<file path="src/rtl/asg_burst_seq.sv">
// Burst sequence scheduler for one ASG channel: walks a descriptor table,
// loads each burst configuration, triggers the ASG and waits for its stop.
module asg_burst_seq #(
   parameter int unsigned TN  = 1,
   parameter int unsigned CWM = 14,
   parameter int unsigned CWF = 16,
   parameter int unsigned CWL = 32,
   parameter int unsigned CWN = 16,
   parameter int unsigned SN  = 8,
   parameter int unsigned SW  = $clog2(SN)
) (
   input  logic                 clk,
   input  logic                 rst,
   input  logic                 tbl_wen,
   input  logic [SW-1:0]        tbl_adr,
   input  logic [CWM+CWF-1:0]   tbl_off,
   input  logic [CWM-1:0]       tbl_bdl,
   input  logic [CWL-1:0]       tbl_bln,
   input  logic [CWN-1:0]       tbl_bnm,
   input  logic [CWL-1:0]       tbl_dly,
   input  logic                 ctl_str,
   input  logic                 ctl_stp,
   input  logic [SW-1:0]        cfg_len,
   input  logic [CWN-1:0]       cfg_lpn,
   input  logic                 cfg_inf,
   output logic                 asg_rst,
   output logic [TN-1:0]        asg_trg,
   output logic [CWM+CWF-1:0]   asg_off,
   output logic [CWM-1:0]       asg_bdl,
   output logic [CWL-1:0]       asg_bln,
   output logic [CWN-1:0]       asg_bnm,
   input  logic                 asg_stp,
   output logic                 sts_run,
   output logic [SW-1:0]        sts_idx,
   output logic [CWN-1:0]       sts_lpc,
   output logic                 irq_end
);

   typedef enum logic [2:0] {IDLE, LOAD, TRIG, WAIT, GAP} state_t;

   state_t              state;
   logic [CWM+CWF-1:0]  t_off [SN];
   logic [CWM-1:0]      t_bdl [SN];
   logic [CWL-1:0]      t_bln [SN];
   logic [CWN-1:0]      t_bnm [SN];
   logic [CWL-1:0]      t_dly [SN];
   logic [CWL-1:0]      gap_cnt;
   logic                fin;

   always_ff @(posedge clk) begin
      if (tbl_wen) begin
         t_off[tbl_adr] <= tbl_off;
         t_bdl[tbl_adr] <= tbl_bdl;
         t_bln[tbl_adr] <= tbl_bln;
         t_bnm[tbl_adr] <= tbl_bnm;
         t_dly[tbl_adr] <= tbl_dly;
      end
   end

   // Burst finished: stop seen with no gap, or last gap cycle reached.
   always_comb begin
      fin = 1'b0;
      case (state)
         WAIT:    fin = asg_stp && (gap_cnt == '0);
         GAP:     fin = (gap_cnt == CWL'(1));
         default: fin = 1'b0;
      endcase
   end

   always_ff @(posedge clk or posedge rst) begin
      if (rst) begin
         state   <= IDLE;
         asg_rst <= 1'b0;
         asg_trg <= '0;
         asg_off <= '0;
         asg_bdl <= '0;
         asg_bln <= '0;
         asg_bnm <= '0;
         sts_run <= 1'b0;
         sts_idx <= '0;
         sts_lpc <= '0;
         irq_end <= 1'b0;
         gap_cnt <= '0;
      end else begin
         asg_rst <= 1'b0;
         asg_trg <= '0;
         irq_end <= 1'b0;
         if (ctl_stp) begin
            asg_rst <= 1'b1;
            sts_run <= 1'b0;
            gap_cnt <= '0;
            state   <= IDLE;
         end else begin
            case (state)
               IDLE: begin
                  if (ctl_str) begin
                     sts_idx <= '0;
                     sts_lpc <= '0;
                     sts_run <= 1'b1;
                     state   <= LOAD;
                  end
               end
               LOAD: begin
                  asg_off <= t_off[sts_idx];
                  asg_bdl <= t_bdl[sts_idx];
                  asg_bln <= t_bln[sts_idx];
                  asg_bnm <= t_bnm[sts_idx];
                  gap_cnt <= t_dly[sts_idx];
                  asg_trg <= '1;
                  state   <= TRIG;
               end
               TRIG: state <= WAIT;
               WAIT: begin
                  if (asg_stp && (gap_cnt != '0)) state <= GAP;
               end
               GAP: gap_cnt <= gap_cnt - CWL'(1);
               default: state <= IDLE;
            endcase
            // Shared advance step for both WAIT and GAP exits; overrides the case above.
            if (fin) begin
               if (sts_idx < cfg_len) begin
                  sts_idx <= sts_idx + SW'(1);
                  state   <= LOAD;
               end else if (cfg_inf || (sts_lpc < cfg_lpn)) begin
                  sts_idx <= '0;
                  if (sts_lpc != '1) sts_lpc <= sts_lpc + CWN'(1);
                  state   <= LOAD;
               end else begin
                  sts_run <= 1'b0;
                  irq_end <= 1'b1;
                  state   <= IDLE;
               end
            end
         end
      end
   end

endmodule
</file>
<file path="config.mk">
export PLATFORM = sky130hd
export DESIGN_NAME = asg_burst_seq
export DESIGN_NICKNAME = d
export VERILOG_FILES = /design/src/rtl/asg_burst_seq.sv
export SDC_FILE = /design/constraint.sdc
export NUM_CORES = 1
export LEC_CHECK = 0
export CORE_UTILIZATION = 45
export CTS_CLUSTER_SIZE = 8
export DETAILED_ROUTE_END_ITERATION = 7
export GPL_ROUTABILITY_DRIVEN = 1
export HOLD_SLACK_MARGIN = 0.1
export PLACE_DENSITY_LB_ADDON = 0.2
export SYNTH_ARGS = -nofsm -noshare
export SYNTH_HDL_FRONTEND = slang
export SYNTH_SLANG_ARGS = --single-unit
</file>
<file path="constraint.sdc">
create_clock -name clk -period 5.1 [get_ports clk]
set_clock_uncertainty 0.1 [all_clocks]
set_input_delay 0.51 -clock clk [delete_from_list [all_inputs] [get_ports clk]]
set_output_delay 0.51 -clock clk [all_outputs]
set_load 0.05 [all_outputs]
</file>
; ---- Yosys cells after proc, flatten, opt, wreduce, memory -nomap -nowiden
; Memory sizes are Yosys's and may differ from the RTL's. A register that Yosys moved wholly into a read port is not among the register bits.
; Cells that the tools add are included.
[op_classes]
eq_ne = 9
bitwise = 1
reduce_logical = 9
muxes = 36
n_addsub = 3
n_lt_le_gt_ge = 2
[op_table]
columns = cell, n
row1 = $mux 16, 6
row2 = $pmux 32 s2, 1
row3 = $eq 32x1->1 const B, 1
row4 = $logic_not 32->1, 1
row5 = $mux 32, 1
row6 = $reduce_bool 32->1, 1
row7 = $sub 32x1->32 const B, 1
row8 = $mux 3, 9
row9 = $mux 1, 17
row10 = $add 16x1->16 const B, 1
row11 = $lt 16x16->1, 1
row12 = $ne 16x16->1 const B, 1
row13 = $pmux 3 s5, 1
row14 = $ne 4x4->1 const B, 2
row15 = $eq 3x2->1 const B, 2
row16 = $add 3x1->3 const B, 1
row17 = $eq 3x1->1 const B, 1
row18 = $eq 3x3->1 const B, 1
row19 = $logic_not 3->1, 1
row20 = $lt 3x3->1, 1
row21 = $ne 3x3->1 const B, 1
row22 = $reduce_and 3->1, 1
row23 = $reduce_bool 3->1, 1
row24 = $logic_and 1x1->1, 2
row25 = other kinds (4), 4
[word_totals]
ff_bits = 58
output_inout_bits = 115
n_memories = 5
ram_bits = 992
[memory_table]
columns = name, depth, width, rd, rd_ports_with_merged_regs, write_ports, line_no
row1 = t_bln, 8, 32, 1, 1, 1, 44  ; logic [CWL-1:0] t_bln [SN];
row2 = t_dly, 8, 32, 1, 0, 1, 46  ; logic [CWL-1:0] t_dly [SN];
row3 = t_off, 8, 30, 1, 1, 1, 42  ; logic [CWM+CWF-1:0] t_off [SN];
row4 = t_bnm, 8, 16, 1, 1, 1, 45  ; logic [CWN-1:0] t_bnm [SN];
row5 = t_bdl, 8, 14, 1, 1, 1, 43  ; logic [CWM-1:0] t_bdl [SN];

; ---- Longest topological paths before layout
[logic_depth]
depth_word = 6
depth_mapped = 10

; ---- Worst setup path before layout
; Ideal clock, no wire load.
[synth_timing]
path_kind = input to register
from = in tbl_adr[0]
to = mem t_bdl[0][0], enable pin
path_slack_ns = -4.831
setup_time_ns = 0.761
path_buffers = 0
stages = 1
required_time_ns = 4.239
arrival_time_ns = 9.071
cell_sequence = nor3_1
[synth_rtl]
columns = element, line_no
row1 = start: declaration, 15  ; input logic [SW-1:0] tbl_adr,
row2 = end: declaration, 43
; Straight into the memory's write port.

; ---- Final worst setup path
[layout_timing]
from = reg sts_idx[1]
to = reg sts_lpc[0]
[layout_via]
elab_chain_cells = 3
[layout_rtl]
columns = element, line_no
row1 = start: declaration, 34  ; output logic [SW-1:0] sts_idx,
row2 = start signal: assignment, 122  ; sts_idx <= sts_idx + SW'(1);
row3 = $lt 3x3->1, 121  ; if (sts_idx < cfg_len) begin
row4 = $mux 16, 121
row5 = $mux 16, 120  ; if (fin) begin
row6 = end signal: assignment, 126  ; if (sts_lpc != '1) sts_lpc <= sts_lpc + CWN'(1);
row7 = end: declaration, 35  ; output logic [CWN-1:0] sts_lpc,
; Every way passes these cells.
; A chain may end at the register's enable or synchronous reset.

==> impl_metrics.toml <==
[placed_design]
hpwl_mm = 54.5
post-place-ws_ns = 1.42
io_buffers = 267
globalplace.congestion = 0.809

[die]
core_area_sq_um = 97100
ios = 268
start_util = 0.456
row_count = 114
die_area_sq_um = 99600
die_x_um = 316
die_h_um = 316

[sta]
finalMaxSlewViolations = 0
rsz0062_at_grt = "no"
slew_headroom = 0.246
fmax_mhz = 283
final-hold-violation-count = 0
setup_viol = 0
fin_ws_ns = 1.56
fin_setup_tns_ns = 0
worstMarginPinSlew_ns = 1.13
finalCritPeriodShare = 0.694
layout_min_cycle_time_ns = 3.54

[global_route]
grt_pass1_wl_mm = 149
antenna_found_initial = 13
grt_max_degree = 162
grt_overflow = 0
grt_pass1_vias = 24200
grt_usage = 0.202

[route]
routedWlPerCell_um = 24.7
drtIter0Drc = 1664
drtAntennaViolNets = 0
viasPerCell = 5.62
dr_total_vias = 22600
drtPass1Iterations = 8
drc_errors = 22
wl_mm = 99.2

[logic_synthesis]
yosysSeqAreaShare = 0.758
syn_avg_cell_area_sq_um = 19.7
yosys-top-cells-area = "edfxtp_1 (67%), mux4_2 (13%), dfrtp_1 (8.5%), mux2i_1 (2.6%), a21oi_1 (1.5%)"
netlist_instances = 2249
synth.top_cell.area_share = 0.673
syn_nets = 2424
synth.distinct_cells = 63
synth_ff_type = "edfxtp_1"
yosysTopAreaCell = "edfxtp_1"
ys_warn_count = 0
synth_area_sq_um = 44300
yosys_register_bits = 1142
synth-async-reset-ratio = 0.131
synth_edf_count = 992

[final_layout]
areaGrowthSynthToFinish_pct = 20.6
final_common_cell = "edfxtp_1"
nNetsFinal = 2789
drive_above_1_share = 0.189
mostFrequentLayoutCells = "edfxtp_1 (992), clkdlybuf4s50_1 (267), mux4_2 (248)"

[power]
p_per_area_nw_per_um2 = 495
vdd_drop_max_uv = 335
leakagePower_nw = 18.3
totalPowerFinal_mw = 26.4

[job]
drv_cap = 0

[clock_network]
clk_latency_ns = 0.72
cts_inserted_buffers = 160
path_clk_slew_ns = 0.05
htreeDepth = 4
clockBufferDepth = 3
hold_buffers = 0
cts.sinks = 1142
ctsRootBufferMaster = "clkbuf_16"
post-cts-setup-buffers = 0
cts_tree = "done"
cts_resized = 0

[outcome]
violations = "design-rule violations"
status = "finished, violations left"

[hold_path]
hold_class = "in -> async"

[setup_path]
crit_arrival_ns = 4.05
startpoint_type = "flop"
critPathKind = "reg -> reg"
worstPathRequired_ns = 5.61
cp-end-kind = "flop"
cp_max_fo = 49
[per-stage QoR]
step,hold slack [ns],instances,area (sq um),utilization
final,0.223,4013,53400,0.549
after global routing,0.268,4012,53400,0.549
after CTS,0.209,4012,53400,0.549
after detailed placement,0.379,3728,48800,0.502
after global placement,0.378,3728,48800,0.502
after floorplan,0.357,2249,44300,-
[per-layer routing]
layer / global-route usage / vias to the layer above / wire, um
met5: 0 / - / 152
met3: 0.0462 / 161 / 5700
met1: 0.267 / 11800 / 41400
met2: 0.338 / 626 / 50300
met4: 0.0531 / 26 / 1610
li1: - / 9906 / -
[synth_stat cells, drive strengths merged (22+ instances only)]
cell    instances
buf            48
dfrtp         150
nor2          153
o21ai          55
mux2i         115
mux4          248
a21oi         133
inv            23
clkbuf         68
edfxtp        992
nand2          61
ha             22
nor3           27
[sequential cells by signal (all words and copies together), names as in the netlist]
signal   flops
t_bln      256
t_dly      256
t_off      240
t_bnm      128
t_bdl      112
asg_bln     32
gap_cnt     32
asg_off     30
asg_bnm     16
sts_lpc     16
asg_bdl     14
state        3
sts_idx      3
asg_rst      1
asg_trg      1
irq_end      1
sts_run      1
[final cells by class]
type / instances / area, sq um
clock inverters: 6 / 75.1
flip-flops and latches: 1142 / 33500
clock buffers: 278 / 4490
repair buffers: 319 / 3330
multi-input cells: 968 / 10200
inverters: 23 / 96.3
well taps: 1276 / 1600
diodes: 1 / 2.50
fillers: 7377 / 43800
[worst max-delay path, cell delays in order, from the launching register on]
cell	delay, ns
dfrtp_4	0.75
ha_1	0.42
nand2_1	0.04
o21ai_0	0.52
nand3_1	0.14
or2_4	0.28
or4_1	0.83
o31ai_1	0.34
[report_power, final]
group          internal [mW]  switching, mW  leakage (nW)
logic                   2.56           3.08          5.33
clock network           5.89           3.69          2.17
registers               10.8          0.423          10.8
total                   19.2           7.19          18.3
[cells by family (layout without fill, tap and decap cells)]
kind of cell / count (synthesis) / in the layout / synth area share
adder cells (fa/ha/maj): 22 / 22 / 0.00622
AND/OR/NAND/NOR: 317 / 317 / 0.0338
XOR/XNOR: 1 / 1 / 0.000198
AO/OA/AOI/OAI: 260 / 260 / 0.0358
buffers and inverters: 139 / 626 / 0.0129
other: 0 / 1 / 0
multiplexers: 368 / 368 / 0.153
flip-flops: 1142 / 1142 / 0.758
[path summary, 6_finish.rpt]
| path | startpoint | endpoint | slack [ns] | cells after the start |
|---|---|---|---|---|
| worst max-delay path | sts_idx[1] | sts_lpc[0] | 1.56 | 7 |
| worst min register to register | gap_cnt[25] | gap_cnt[25] | 0.41 | 1 |
| max in group asynchronous | rst | asg_bln[31] | 3.51 | 3 |
| min in group clk | gap_cnt[25] | gap_cnt[25] | 0.41 | 1 |
| worst max register to register | sts_idx[1] | sts_lpc[0] | 1.56 | 7 |
| worst min-delay path | rst | sts_idx[0] | 0.22 | 2 |
(Power assumes the default switching activity.)
